===== src/rtl/uart_pkg.sv =====
// Shared types and helpers for the UART receive path.
// Contents: receiver FSM state type, data width, baud divider helper.
package uart_pkg;

  localparam int unsigned UART_DATA_BITS = 8;

  typedef enum logic [2:0] {
    IDLE,
    START,
    DATA,
    STOP,
    WAIT_IDLE
  } uart_rx_state_e;

  // Core clock cycles per bit (integer division, truncating).
  function automatic int unsigned baud_div(input int unsigned clk_freq, input int unsigned baud);
    return clk_freq / baud;
  endfunction

endpackage


===== src/rtl/uart_rx_fifo.sv =====
// Small receive FIFO with a registered head entry and registered valid.
// Ports:
//   core_clk, core_rst_n : clock, async active-low reset
//   i_push, i_wdata      : write request and data (dropped when full and not popping)
//   i_pop                : read request (ignored when empty)
//   o_full_c             : combinational full indication
//   o_head               : registered head entry
//   o_valid              : registered not-empty
module uart_rx_fifo #(
  parameter int unsigned DEPTH = 4,
  parameter int unsigned WIDTH = 8
) (
  input  logic             core_clk,
  input  logic             core_rst_n,
  input  logic             i_push,
  input  logic [WIDTH-1:0] i_wdata,
  input  logic             i_pop,
  output logic             o_full_c,
  output logic [WIDTH-1:0] o_head,
  output logic             o_valid
);

  localparam int unsigned AW = $clog2(DEPTH);
  localparam int unsigned PW = AW + 1;

  if (DEPTH < 2 || (DEPTH & (DEPTH - 1)) != 0) begin : g_depth_check
    $fatal(1, "uart_rx_fifo: DEPTH must be a power of two and at least 2");
  end

  logic [WIDTH-1:0] r_mem [DEPTH];
  logic [PW-1:0]    r_wr;
  logic [PW-1:0]    r_rd;

  logic          w_full;
  logic          w_empty;
  logic          w_push;
  logic          w_pop;
  logic [PW-1:0] w_count;
  logic [PW-1:0] w_wr_n;
  logic [PW-1:0] w_rd_n;
  logic [AW-1:0] w_rd_nxt_idx;

  assign w_full       = (r_wr[AW] != r_rd[AW]) && (r_wr[AW-1:0] == r_rd[AW-1:0]);
  assign w_empty      = (r_wr == r_rd);
  assign w_pop        = i_pop && !w_empty;
  // A pop in the same cycle frees a slot, so a full FIFO can still accept.
  assign w_push       = i_push && (!w_full || w_pop);
  assign w_count      = r_wr - r_rd;
  assign w_wr_n       = r_wr + PW'(w_push);
  assign w_rd_n       = r_rd + PW'(w_pop);
  assign w_rd_nxt_idx = r_rd[AW-1:0] + AW'(1);
  assign o_full_c     = w_full;

  // Storage and pointers.
  always_ff @(posedge core_clk or negedge core_rst_n) begin
    if (!core_rst_n) begin
      r_wr <= '0;
      r_rd <= '0;
      for (int i = 0; i < int'(DEPTH); i++) r_mem[i] <= '0;
    end else begin
      if (w_push) r_mem[r_wr[AW-1:0]] <= i_wdata;
      r_wr <= w_wr_n;
      r_rd <= w_rd_n;
    end
  end

  // Head register tracks the entry that will sit at the read pointer next cycle.
  always_ff @(posedge core_clk or negedge core_rst_n) begin
    if (!core_rst_n) begin
      o_head  <= '0;
      o_valid <= 1'b0;
    end else begin
      if (w_push && (w_empty || (w_pop && w_count == PW'(1)))) begin
        o_head <= i_wdata;
      end else if (w_pop && w_count != PW'(1)) begin
        o_head <= r_mem[w_rd_nxt_idx];
      end
      o_valid <= (w_wr_n != w_rd_n);
    end
  end

endmodule


===== src/rtl/uart_rx_core.sv =====
// 8N1 UART receiver: synchroniser, mid-bit sampling FSM, receive FIFO, sticky error flags.
// Ports:
//   core_clk, core_rst_n     : clock, async active-low reset
//   ser_rx_i                 : asynchronous serial line, idle high
//   rx_data_o, rx_valid_o    : FIFO head byte and not-empty
//   rx_ready_i               : consumer pop
//   frame_err_o, overrun_o   : sticky error flags
//   clr_err_i                : clears both sticky flags (a simultaneous set wins)
//   busy_o                   : receiver is not idle
module uart_rx_core
  import uart_pkg::*;
#(
  parameter int unsigned CLK_FREQ   = 25_000_000,
  parameter int unsigned BAUDRATE   = 115200,
  parameter int unsigned FIFO_DEPTH = 4
) (
  input  logic                      core_clk,
  input  logic                      core_rst_n,
  input  logic                      ser_rx_i,
  output logic [UART_DATA_BITS-1:0] rx_data_o,
  output logic                      rx_valid_o,
  input  logic                      rx_ready_i,
  output logic                      frame_err_o,
  output logic                      overrun_o,
  input  logic                      clr_err_i,
  output logic                      busy_o
);

  localparam int unsigned DIV  = baud_div(CLK_FREQ, BAUDRATE);
  localparam int unsigned HALF = DIV / 2;
  localparam int unsigned CW   = $clog2(DIV);
  localparam int unsigned IW   = $clog2(UART_DATA_BITS);

  uart_rx_state_e            r_state;
  logic                      r_sync1;
  logic                      r_sync2;
  logic [CW-1:0]             r_cnt;
  logic [IW-1:0]             r_idx;
  logic [UART_DATA_BITS-1:0] r_shift;

  logic w_rx_s;
  logic w_cnt_done;
  logic w_cnt_half;
  logic w_stop_smp;
  logic w_push;
  logic w_ferr;
  logic w_ovr;
  logic w_fifo_full;

  assign w_rx_s     = r_sync2;
  assign w_cnt_done = (r_cnt == CW'(DIV - 1));
  assign w_cnt_half = (r_cnt == CW'(HALF - 1));
  assign w_stop_smp = (r_state == STOP) && w_cnt_done;
  assign w_push     = w_stop_smp && w_rx_s;
  assign w_ferr     = w_stop_smp && !w_rx_s;
  assign w_ovr      = w_push && w_fifo_full && !rx_ready_i;

  // Two-flop synchroniser; resets to the idle line level.
  always_ff @(posedge core_clk or negedge core_rst_n) begin
    if (!core_rst_n) begin
      r_sync1 <= 1'b1;
      r_sync2 <= 1'b1;
    end else begin
      r_sync1 <= ser_rx_i;
      r_sync2 <= r_sync1;
    end
  end

  // Deframing FSM with baud counter and shift register; busy follows the next state.
  always_ff @(posedge core_clk or negedge core_rst_n) begin
    if (!core_rst_n) begin
      r_state <= IDLE;
      r_cnt   <= '0;
      r_idx   <= '0;
      r_shift <= '0;
      busy_o  <= 1'b0;
    end else begin
      case (r_state)
        IDLE: begin
          if (!w_rx_s) begin
            r_state <= START;
            r_cnt   <= '0;
            busy_o  <= 1'b1;
          end
        end
        START: begin
          if (w_cnt_half) begin
            r_cnt <= '0;
            if (w_rx_s) begin
              // Line back high at mid start bit: treat as a glitch.
              r_state <= IDLE;
              busy_o  <= 1'b0;
            end else begin
              r_state <= DATA;
              r_idx   <= '0;
            end
          end else begin
            r_cnt <= r_cnt + CW'(1);
          end
        end
        DATA: begin
          if (w_cnt_done) begin
            r_cnt          <= '0;
            r_shift[r_idx] <= w_rx_s;
            if (r_idx == IW'(UART_DATA_BITS - 1)) r_state <= STOP;
            else                                  r_idx   <= r_idx + IW'(1);
          end else begin
            r_cnt <= r_cnt + CW'(1);
          end
        end
        STOP: begin
          if (w_cnt_done) begin
            r_cnt <= '0;
            if (w_rx_s) begin
              r_state <= IDLE;
              busy_o  <= 1'b0;
            end else begin
              r_state <= WAIT_IDLE;
            end
          end else begin
            r_cnt <= r_cnt + CW'(1);
          end
        end
        WAIT_IDLE: begin
          // Hold off until the line returns high so a break is not taken as a start bit.
          if (w_rx_s) begin
            r_state <= IDLE;
            r_cnt   <= '0;
            busy_o  <= 1'b0;
          end
        end
        default: begin
          r_state <= IDLE;
          r_cnt   <= '0;
          busy_o  <= 1'b0;
        end
      endcase
    end
  end

  // Sticky error flags; a new event in the clear cycle keeps the flag set.
  always_ff @(posedge core_clk or negedge core_rst_n) begin
    if (!core_rst_n) begin
      frame_err_o <= 1'b0;
      overrun_o   <= 1'b0;
    end else begin
      if (w_ferr)         frame_err_o <= 1'b1;
      else if (clr_err_i) frame_err_o <= 1'b0;
      if (w_ovr)          overrun_o   <= 1'b1;
      else if (clr_err_i) overrun_o   <= 1'b0;
    end
  end

  uart_rx_fifo #(
    .DEPTH (FIFO_DEPTH),
    .WIDTH (UART_DATA_BITS)
  ) u_fifo (
    .core_clk   (core_clk),
    .core_rst_n (core_rst_n),
    .i_push     (w_push),
    .i_wdata    (r_shift),
    .i_pop      (rx_ready_i),
    .o_full_c   (w_fifo_full),
    .o_head     (rx_data_o),
    .o_valid    (rx_valid_o)
  );

endmodule


===== config.mk =====
export PLATFORM = sky130hd
export DESIGN_NAME = uart_rx_core
export DESIGN_NICKNAME = d
export VERILOG_FILES = /design/src/rtl/uart_pkg.sv /design/src/rtl/uart_rx_fifo.sv /design/src/rtl/uart_rx_core.sv
export SDC_FILE = /design/constraint.sdc
export NUM_CORES = 1
export LEC_CHECK = 0
export CAP_MARGIN = 20
export CORE_MARGIN = 2
export CORE_UTILIZATION = 30
export DETAILED_ROUTE_END_ITERATION = 6
export PLACE_DENSITY = 0.47
export SLEW_MARGIN = 10
export SYNTH_ARGS = -nofsm -noshare
export SYNTH_HDL_FRONTEND = slang
export SYNTH_SLANG_ARGS = --single-unit

===== constraint.sdc =====
create_clock -name core_clk -period 3.5 [get_ports core_clk]
set_input_delay 0.525 -clock core_clk [delete_from_list [all_inputs] [get_ports core_clk]]
set_output_delay 0.525 -clock core_clk [all_outputs]
set_load 0.01 [all_outputs]

Word-level counts from Yosys, hierarchy flattened
Cells that the tools add are included.

Register bits after elaboration: 74. Bits in latches: 0. Memory bits (writable): 0. Bits in read-only memories: 0. Input bits: 5. Output and inout bits: 12. Logic and storage cells: 120. Memories kept: 0.

Add/sub/neg operators: 6. Multipliers: 0. Divide/modulo/power cells: 0. Order comparisons: 5. Equal/unequal tests: 21. Shift-type cells: 0. Muxes and demuxes: 38. Bitwise logic cells: 3. Reduce and logical (&&, ||, !) cells: 30.

Operator list (number): $mux 8 (9); $mux 3 (11); $bwmux 32 (1); $pmux 8 s4 (1); $bmux 8 s2 (1); $demux 8 s2 (1); $ne 2x2->1 const B (8); $pmux 3 s5 (1); $logic_and 1x1->1 (13); $add 8x1->8 const B (1); $bwmux 8 (1); $eq 8x7->1 const B (1); $eq 8x8->1 const B (1); $mux 1 (8); $reduce_bool 2->1 (4); $add 3x1->3 (2); $eq 3x1->1 const B (2); $eq 3x2->1 const B (2); $eq 3x3->1 const B (2); $ge 3x3->1 const B (2); $not 2->3 (2); $pmux 3 s2 (1); $reduce_and 6->1 (1); $pmux 1 s5 (1); 21 further kinds (26).

Longest topological paths before layout
Gate-level depths: netlist (run 1).

Depth after elaboration: 7. Gate-level depth with buffers: 11. Depth with buffers taken out: 11.

Modules after synthesis
From an unflattened synthesis (run 1), not the netlist that was laid out.

Cell total of the unflattened synthesis: 314. Area, all modules: 3829.9 um2.

Modules (own cells, without submodules): uart_rx_fifo (instances 1, cells each 161, area each 2284.7 um2, seq. area each 1176.1 um2); uart_rx_core (instances 1, cells each 153, area each 1545.2 um2, seq. area each 678.2 um2).

Worst setup path before layout (run 1)
Ideal clock, no wire load.

Kind: flip-flop to flip-flop. From: reg u_fifo.r_rd[1]. To: reg u_fifo.r_mem[11] (netlist name). Setup time: 0.128 ns. Arrival time: 2.518 ns. Data required time: 3.372 ns. Path slack: 0.854 ns. Cell stages (with the launch flop): 8. Buffers on the path: 1. Clock period less this slack: 2.646 ns. Cells stage by stage: dfrtp_1 -> clkbuf_1 -> inv_1 -> ha_1 -> and3b_1 -> a2111oi_2 -> nand3_1 -> mux2_1.

Cells in the longest elaborated chain, start to end: 5. Elaborated cells between the ends (all ways): 8. Classes of those cells: 2 x eq/ne; 6 x reduce/logical.

RTL lines: start: declaration (line uart_rx_fifo.sv:32) `logic [PW-1:0] r_rd;`; start signal: assignment (line uart_rx_fifo.sv:63) `r_rd <= w_rd_n;`; $eq 3x3->1 or $eq 2x2->1 (tied branches) (line uart_rx_fifo.sv:44, uart_rx_fifo.sv:43); $logic_not 1->1 or $logic_and 1x1->1 (tied branches) (line uart_rx_fifo.sv:45, uart_rx_fifo.sv:43); $logic_and 1x1->1 or $logic_not 1->1 (tied branches) (line uart_rx_fifo.sv:45, uart_rx_fifo.sv:47); $logic_or 1x1->1 (*) (line uart_rx_fifo.sv:47) `assign w_push = i_push && (!w_full || w_pop);`; $logic_and 1x1->1 (*) (line uart_rx_fifo.sv:47); end signal: indexed assignment (line uart_rx_fifo.sv:61) `if (w_push) r_mem[r_wr[AW-1:0]] <= i_wdata;`; end: declaration (line uart_rx_fifo.sv:30) `logic [WIDTH-1:0] r_mem [DEPTH];`.

Every way passes the cells marked *; elsewhere a longest branch is shown, timed or not. A chain may end at the register's enable or synchronous reset.

Worst setup path after layout (run 1)
From: reg u_fifo.r_rd[1]. To: reg u_fifo.r_mem[5] (netlist name).

The elaborated chain is that of the path after synthesis.

==> results.cfg, run 1 <==
[status]
status = completed

[synth]
yosys.area_share.simple_pct = 9.98
synth-main-ff-cell = dfrtp_1
synth_top_family_by_area = multiplexers
netlist_area_um2 = 3700
synth_edf_count = 0
yosysWarnings = 0
ys_seq_area_share_pct = 50.1
ys_seq_elements = 74
syn_nets = 296
synth_cell_types = 53
synthCells = 281
synth_compound_area_share_pct = 5.28
synthXorXnorAreaFrac_pct = 4.80
synthAdderAreaFrac_pct = 3.58
muxShareOfSynthArea_pct = 23.8
syn_avg_cell_area_um2 = 13.2
async_reset_ff_share_pct = 100

[global_route]
grt_max_degree = 75
grt.overflow.total = 0
antenna_found_initial = 0
grt_busiest_layer = met2
grt_use_met2_pct = 19.0
grt_util_met3_pct = 3.48
use_met1_pct = 16.9
grt_pass1_wl_um = 12600
grt_pass1_vias = 2337
grtUsageTotal_pct = 12.6

[cts]
post_cts_buffers = 0
clockBufferDepth = 2
postCtsHoldBufs = 0
cts-buffers-inserted = 9
clock_latency_ns = 0.34
clkTransAtPathRegs_ns = 0.06
cts_sinks = 74
cts_max_level = 3
cts_root_buffer = clkbuf_16
tritoncts = yes
ctsResizeCount = 0

[finish]
area_growth_pct = 16.5
nNetsFinal = 313
diodes = 0
fill_cells = 1186
fin_util_pct = 35.9
drive_gt1_share_pct = 25.4

[die]
die_width_um = 115
io_pins = 17
die_area_um2 = 13200
core-area_um2 = 12000
start_util_pct = 30.8
die_h_um = 115
rows = 40

[sta]
slew_violations = 0
hold_slack_ns = 0.327
timing.final.crit_share_pct = 82.1
setup-violations-final = 0
max-slew-margin-rel_pct = 36.6
grt_setup_unrepaired = no
hold_violations = 0
worstMarginPinSlew_ns = 0.952
final.min_clock_period_ns = 2.87
finalClockSkew_ns = 0.00759
timing.fmax_mhz = 348
worst_slack_ns = 0.626
tns_ns = 0

[drt]
viasPerCell = 4.95
drc = 0
wl_per_cell_um = 16.1
route.vias.total = 2229
wirelength_um = 7230
ant_nets = 0
drtIter0Drc = 88
drt-pass1-iter-count = 4

[power]
p_sw_share_pct = 26.8
p_sw_w = 0.000590
p_leak_nw = 2.02
power_frac_comb_pct = 12.8
seqPwrFrac_pct = 43.4
power.density_nw_per_um2 = 511
p_int_w = 0.00161
clkPwrFrac_pct = 43.8
vdd_ir_drop_max_uv = 160

[critical_path]
startpoint_type = flip-flop
required_ns = 3.72
r2r-end = u_fifo.r_mem[5]$_DFFE_PN0P_
worst-path-max-fanout = 11
reg2reg_depth = 6
crit_path_end_kind = flip-flop
crit_type = flip-flop to flip-flop
reg2reg_slack_ns = 0.63
cp.arrival_ns = 3.10
r2r-start = u_fifo.r_rd[1]$_DFF_PN0_

[run]
maxCapViolations = 0

[placement]
gp_congestion = 0.780
pre_cts_ws_ns = 0.590
dp_hpwl_um = 4940
port-buffer-count = 16

[hold_path]
min_path_type = primary input to async pin
logic make-up after synthesis:
| group | count (synthesis) |
|---|---|
| buf+inv | 22 |
| flops | 74 |
| fa+ha+maj | 10 |
| xor+xnor | 17 |
| compound gates | 25 |
| simple gates | 65 |
| mux | 68 |
through the flow:
step	cells	total power (W)	instance area, µm²
6_report	450	0.00220	4310
5_1_grt	450	0.00231	4310
4_1_cts	450	0.00225	4310
3_5_place_dp	434	0.00126	4000
3_3_place_gp	434	0.00126	4000
2_1_floorplan	281	0.00118	3700
routing by layer:
metal / wire length, µm / up-vias
li1: - / 1066
met1: 3580 / 1136
met2: 3330 / 19
met3: 174 / 8
met4: 151 / 0
met5: 0 / -
power by group through the flow:
stage	sequential (W)	combinational (W)	clock [W]
2_1_floorplan	0.000910	0.000274	0
3_3_place_gp	0.000976	0.000286	0
3_5_place_dp	0.000977	0.000287	0
4_1_cts	0.000961	0.000288	0.00100
5_1_grt	0.000969	0.000309	0.00103
6_report	0.000957	0.000282	0.000964
cell usage in the layout (no fill, tap or decap), types with 3 or more instances in the layout:
master           netlist  final
dfrtp_1               72     72
mux2_2                35     35
nor2_1                15     15
clkdlybuf4s50_1        0     15
mux2_1                14     14
inv_1                 12     12
nand3_1               11     11
nand2_1               10     10
ha_1                   9      9
clkbuf_16              0      9
xor2_1                 8      8
mux4_2                 8      8
mux2_4                 8      8
xnor2_1                7      7
nor3_1                 6      6
a21oi_1                5      5
mux2i_1                3      3
o21ai_0                3      3
o22ai_1                3      3
inv_6                  0      3
sequential cells by signal (all words and copies together), names as in the netlist:
signal / count
overrun_o: 1
r_state: 3
u_fifo.o_valid: 1
busy_o: 1
r_cnt: 8
u_fifo.r_wr: 3
u_fifo.r_mem: 32
r_sync1: 1
u_fifo.r_rd: 3
r_sync2: 1
u_fifo.o_head: 8
r_shift: 8
frame_err_o: 1
r_idx: 3
synthesized netlist by cell type, types with 2 or more instances:
library cell  number  area, µm²
nand3b_1           2       15.0
and4b_1            2       20.0
a21oi_1            5       25.0
xnor2_1            7       61.3
dfstp_2            2       52.6
clkbuf_1           6       22.5
nand3_1           11       55.1
inv_1             12       45.0
o2111ai_1          2       17.5
ha_1               9        113
a211oi_1           2       15.0
nor2_1            15       56.3
nand4_1            2       12.5
buf_2              2       10.0
dfrtp_1           72       1800
mux4_2             8        180
xor2_1             8       70.1
mux2_1            14        158
nor4_2             2       25.0
and3b_1            2       17.5
nand2_1           10       37.5
mux2_2            35        394
o21ai_0            3       15.0
o22ai_1            3       18.8
mux2i_1            3       30.0
or3_1              2       12.5
nand2b_1           2       12.5
nor3_1             6       30.0
mux2_4             8        120
area by class of cell:
type                    instances  area, µm²  share of cell area (%)
multi-input cells             185       1760                    40.8
inverters                      12       45.0                    1.05
clock inverters                 6       72.6                    1.68
clock buffers                  10        239                    5.55
well taps                     147        184                    4.27
repair buffers                 16        158                    3.66
flip-flops and latches         74       1850                    43.0
worst max-delay path, stage by stage, from the launching register on:
cell,delay (ns)
dfrtp_1,0.74
inv_1,0.11
ha_1,0.35
and3b_1,0.18
a2111oi_2,0.44
nand3_1,0.46
mux2_1,0.46
how the worst max path moves through the flow:
stage                     slack, ns                           end                     start  depth (start not counted)
after floorplan                0.85  u_fifo.r_mem[11]$_DFFE_PN0P_  u_fifo.r_rd[1]$_DFF_PN0_                          7
after global placement         0.59   u_fifo.r_mem[5]$_DFFE_PN0P_  u_fifo.r_rd[1]$_DFF_PN0_                          6
after detailed placement       0.59   u_fifo.r_mem[5]$_DFFE_PN0P_  u_fifo.r_rd[1]$_DFF_PN0_                          6
after CTS                      0.57   u_fifo.r_mem[5]$_DFFE_PN0P_  u_fifo.r_rd[1]$_DFF_PN0_                          6
after global routing           0.34   u_fifo.r_mem[5]$_DFFE_PN0P_  u_fifo.r_rd[1]$_DFF_PN0_                          6
final                          0.63   u_fifo.r_mem[5]$_DFFE_PN0P_  u_fifo.r_rd[1]$_DFF_PN0_                          6
(Power assumes the default switching activity.)
==> inputs of run 2 (changes only) <==
clock period = 2.9 ns   (was 3.5 ns; I/O delays follow)
==> run 2 against run 1 <==
Net effect: sequential cell count did not move; final cell count rose by 1.6%; via count rose by 1.7%.
==> results.cfg, run 2 (synthesis gave the netlist of run 1 again) <==
[status]
status = completed

[cts]
cts-buffers-inserted = 9
cts_max_level = 3
clockBufferDepth = 2
post_cts_buffers = 0
clock_latency_ns = 0.33
ctsResizeCount = 0
clkTransAtPathRegs_ns = 0.06
postCtsHoldBufs = 0
cts_root_buffer = clkbuf_16
cts_sinks = 74
tritoncts = yes

[critical_path]
crit_chain = inv_1, ha_1, and3b_1, nand2_1, or3_1, nor2_1, ha_1, ha_1, xor2_1, xnor2_1, nand3_1
reg2reg_slack_ns = 0.49
cp.arrival_ns = 2.63
startpoint_type = flip-flop
cp_top_family = simple AND/OR/NAND/NOR gates
crit_path_end_kind = flip-flop
cpMostUsedCell = ha_1
crit_type = flip-flop to flip-flop
r2r-end = u_fifo.o_valid$_DFF_PN0_
cp_slowest_cell = dfrtp_1
path_depth = 11
r2r-start = r_cnt[0]$_DFFE_PN0P_
required_ns = 3.11
critPathMaxStageDelay_ns = 0.41
reg2reg_depth = 11
worst-path-max-fanout = 5
cp_num_buf_inv = 1

[die]
die_width_um = 115
core-area_um2 = 12000
die_area_um2 = 13200
rows = 40
die_h_um = 115
io_pins = 17
start_util_pct = 30.8

[sta]
timing.fmax_mhz = 414
timing.final.crit_share_pct = 83.2
max-slew-margin-rel_pct = 36.4
grt_setup_unrepaired = no
tns_ns = 0
final.min_clock_period_ns = 2.41
finalClockSkew_ns = 0.00790
worstMarginPinSlew_ns = 0.955
setup-violations-final = 0
hold_violations = 0
slew_violations = 0

[drt]
route.vias.total = 2268
drtIter0Drc = 101
ant_nets = 0
wirelength_um = 7180
wl_per_cell_um = 15.7
drt-pass1-iter-count = 4
drc = 0
viasPerCell = 4.96

[finish]
fill_cells = 1184
fin_cells = 457
largest_register_ffs = 32
multi_input_comb_area_um2 = 1760
top_register = u_fifo.r_mem
regArea_um2 = 1850
nNetsFinal = 321
final_cell_mix = dfrtp_1, mux2_2, nor2_1, clkdlybuf4s50_1, mux2_1
area_growth_pct = 16.7
fin_util_pct = 36.0
drive_gt1_share_pct = 26.8
diodes = 0
final_common_cell = dfrtp_1

[run]
maxCapViolations = 0

[hold_path]
min_path_type = primary input to async pin

[global_route]
grt_pass1_wl_um = 12400
grt_pass1_vias = 2329
grt.overflow.total = 0
antenna_found_initial = 0
grtUsageTotal_pct = 12.2
grt_max_degree = 75

[power]
power.density_nw_per_um2 = 585
p_leak_nw = 2.03
finalPower_w = 0.00253
vdd_ir_drop_max_uv = 264

[placement]
dp_hpwl_um = 4940
placed_cells = 442
port-buffer-count = 16
gp_congestion = 0.713
==> run 2: cell count changes in the layout (fill, tap and decap cells not counted), sizes merged <==
| cell | previous run | this run |
|---|---|---|
| buf | 1 | 9 |
| bufinv | 1 | 0 |
| clkinv | 1 | 2 |
| clkinvlp | 1 | 3 |
| inv | 15 | 12 |
==> run 2: area by class of cell <==
class | count | share of cell area, %
sequential | 74 | 42.9
tap | 147 | 4.26
timing repair buffer | 24 | 5.04
multi-input combinational | 185 | 40.7
clock inverter | 5 | 0.753
clock buffer | 10 | 5.30
inverter | 12 | 1.04
==> run 2: worst max-delay path by stage <==
stage               slack, ns                      endpoint                     start
global placement         0.34   u_fifo.r_mem[9]$_DFFE_PN0P_                rx_ready_i
finish                   0.49      u_fifo.o_valid$_DFF_PN0_      r_cnt[0]$_DFFE_PN0P_
CTS                      0.44  u_fifo.o_head[2]$_DFFE_PN0P_  u_fifo.r_wr[0]$_DFF_PN0_
detailed placement       0.27   u_fifo.r_mem[9]$_DFFE_PN0P_                rx_ready_i
floorplan                0.25  u_fifo.r_mem[11]$_DFFE_PN0P_  u_fifo.r_rd[1]$_DFF_PN0_
global route             0.28   u_fifo.r_mem[9]$_DFFE_PN0P_  u_fifo.r_wr[0]$_DFF_PN0_
==> run 2: power by group <==
group	switching (W)	internal [W]
clock	0.000424	0.000571
sequential	0.0000298	0.00106
combinational	0.000229	0.000211
==> run 2: metrics by stage <==
stage                     area (µm²)  setup slack [ns]  hold WS [ns]
after floorplan                 3700             0.254         0.139
after global placement          4060             0.341         0.347
after CTS                       4320             0.436         0.294
after detailed placement        4060             0.269         0.349
after global routing            4320             0.278         0.327
final                           4320             0.487         0.240
==> run 2: layer usage <==
| metal | vias up | share of wire [%] | track usage (%) |
|---|---|---|---|
| li1 | 1082 | - | - |
| met1 | 1151 | 49 | 16.5 |
| met2 | 26 | 47 | 18.8 |
| met3 | 9 | 3.3 | 3.95 |
| met4 | 0 | 1.3 | 3.61 |
| met5 | - | 0 | 0 |
==> inputs of run 3 (changes only) <==
clock period = 2.5 ns   (was 2.9 ns; I/O delays follow)
==> run 3 against run 2 <==
Net effect: clock skew decreased by 0.0011 ns; largest power group is now clock; sequential share of layout area is 1.5 points lower; non-clock buffer count rose by 12; die area stayed put; first-iteration DRC count grew 29%; highest routed layer unchanged; final area up 3.7%; maximum frequency increased by 4.2%.
==> results.cfg, run 3 (synthesis gave the netlist of run 1 again) <==
[sta]
slew_violations = 0
hold_violations = 0
max-slew-margin-rel_pct = 62.4
final.min_clock_period_ns = 2.31
timing.final.crit_share_pct = 92.6
timing.fmax_mhz = 432
tns_ns = 0
setup-violations-final = 0
finalClockSkew_ns = 0.00683
grt_setup_unrepaired = no
worstMarginPinSlew_ns = 0.563

[critical_path]
critPathMaxStageDelay_ns = 0.40
r2r-end = u_fifo.o_head[1]$_DFFE_PN0P_
reg2reg_slack_ns = 0.19
crit_type = flip-flop to flip-flop
cpMostUsedCell = mux2_2
reg2reg_depth = 7
worst-path-max-fanout = 8
crit_chain = ha_1, fa_1, xor3_1, o221ai_2, buf_12, mux2_2, mux2_2
cp.arrival_ns = 2.54
crit_path_end_kind = flip-flop
r2r-start = u_fifo.r_rd[0]$_DFF_PN0_
cp_slowest_cell = dfrtp_1
required_ns = 2.72
startpoint_type = flip-flop

[die]
core-area_um2 = 12000
die_width_um = 115
io_pins = 17
rows = 40
die_area_um2 = 13200
start_util_pct = 30.8
die_h_um = 115

[cts]
cts-buffers-inserted = 9
clockBufferDepth = 2
cts_max_level = 3
cts_sinks = 74
clock_latency_ns = 0.33
clkTransAtPathRegs_ns = 0.06
postCtsHoldBufs = 0
tritoncts = yes
cts_root_buffer = clkbuf_16

[drt]
wl_per_cell_um = 16.3
viasPerCell = 5.01
drtIter0Drc = 130
route.vias.total = 2357
wirelength_um = 7650
drt-pass1-iter-count = 4
ant_nets = 0
drc = 0

[finish]
final_cell_mix = dfrtp_1, mux2_2, buf_4
diodes = 0
fill_cells = 1170
fin_cells = 470
largest_register_ffs = 32
top_register = u_fifo.r_mem
regArea_um2 = 1850
area_growth_pct = 21.0
final_common_cell = dfrtp_1
multi_input_comb_area_um2 = 1770
drive_gt1_share_pct = 30.7
nNetsFinal = 333

[power]
clkPwrFrac_pct = 41.7
p_int_w = 0.00231
p_leak_nw = 2.11
vdd_ir_drop_max_uv = 239
p_sw_share_pct = 26.3
p_sw_w = 0.000825
power_frac_comb_pct = 17.9
seqPwrFrac_pct = 40.4
power.density_nw_per_um2 = 700

[global_route]
grt_max_degree = 45
antenna_found_initial = 0
grtUsageTotal_pct = 12.9
grt_pass1_wl_um = 13000
grt.overflow.total = 0
grt_pass1_vias = 2446

[placement]
dp_hpwl_um = 5330
port-buffer-count = 16
placed_cells = 453
gp_congestion = 0.771

[run]
maxCapViolations = 0

[hold_path]
min_path_type = primary input to async pin

[status]
status = completed
-- run 3: cell count changes in the layout (fill, tap and decap cells not counted) --
cell,before,now
and3b_2,0,1
clkbuf_8,0,1
bufinv_16,0,1
clkinv_2,2,0
xor2_1,8,7
and3b_1,2,1
clkinv_4,0,1
buf_4,9,20
clkinvlp_4,3,2
inv_6,0,1
buf_12,0,1
nand2_1,10,9
nand2_2,0,1
xor2_2,0,1
-- run 3: per-layer routing --
layer | track usage (%) | wire (µm)
met5 | 0 | 0
met4 | 4.34 | 101
met3 | 4.32 | 225
met2 | 20.2 | 3690
met1 | 17.0 | 3630
-- run 3: worst max path at each step --
stage	from	to	slack [ns]
floorplan	u_fifo.r_rd[1]$_DFF_PN0_	u_fifo.r_mem[11]$_DFFE_PN0P_	0.06
global placement	r_cnt[0]$_DFFE_PN0P_	u_fifo.o_valid$_DFF_PN0_	0.10
detailed placement	r_cnt[0]$_DFFE_PN0P_	u_fifo.o_valid$_DFF_PN0_	0.08
CTS	r_cnt[0]$_DFFE_PN0P_	u_fifo.o_valid$_DFF_PN0_	0.07
global route	r_cnt[1]$_DFFE_PN0P_	u_fifo.o_valid$_DFF_PN0_	0.008
finish	u_fifo.r_rd[0]$_DFF_PN0_	u_fifo.o_head[1]$_DFFE_PN0P_	0.19
-- run 3: area by class of cell --
cell class                      count  area share [%]
Clock inverter                      5            1.40
Timing Repair Buffer               36            7.15
Multi-Input combinational cell    185            39.5
Inverter                           12            1.01
Clock buffer                       11            5.42
Tap cell                          147            4.11
Sequential cell                    74            41.4
-- run 3: critical path: cells and delay by family (launching register included) --
family	cells	cell delay, ns
AO/OA/AOI/OAI	1	0.22
XOR/XNOR	1	0.24
adder cells (fa/ha/maj)	2	0.58
buffers and inverters	1	0.17
flip-flops	1	0.40
multiplexers	2	0.58
-- run 3: through the flow --
| step | total power, W | hold WS [ns] | util, % | setup slack (ns) | instance area, µm² |
|---|---|---|---|---|---|
| floorplan | 0.00166 | 0.0794 | - | 0.0631 | 3700 |
| global placement | 0.00185 | 0.348 | 34.6 | 0.105 | 4150 |
| detailed placement | 0.00186 | 0.347 | 34.6 | 0.0820 | 4150 |
| CTS | 0.00320 | 0.0381 | 37.1 | 0.0747 | 4460 |
| global route | 0.00330 | 0.0559 | 37.3 | 0.00785 | 4480 |
| finish | 0.00314 | 0.0246 | 37.3 | 0.185 | 4480 |
-- run 3: power by group through the flow --
stage	logic, W	registers [W]	clock network, W
after detailed placement	0.000576	0.00129	0
after global placement	0.000567	0.00129	0
after floorplan	0.000385	0.00127	0
after global routing	0.000618	0.00127	0.00141
after CTS	0.000577	0.00127	0.00136
final	0.000561	0.00127	0.00131
-- run 3: repair_timing --
action	CTS	global route
endpoints found under the setup margin	0	1
gates resized for setup	0	3
setup buffers	0	1
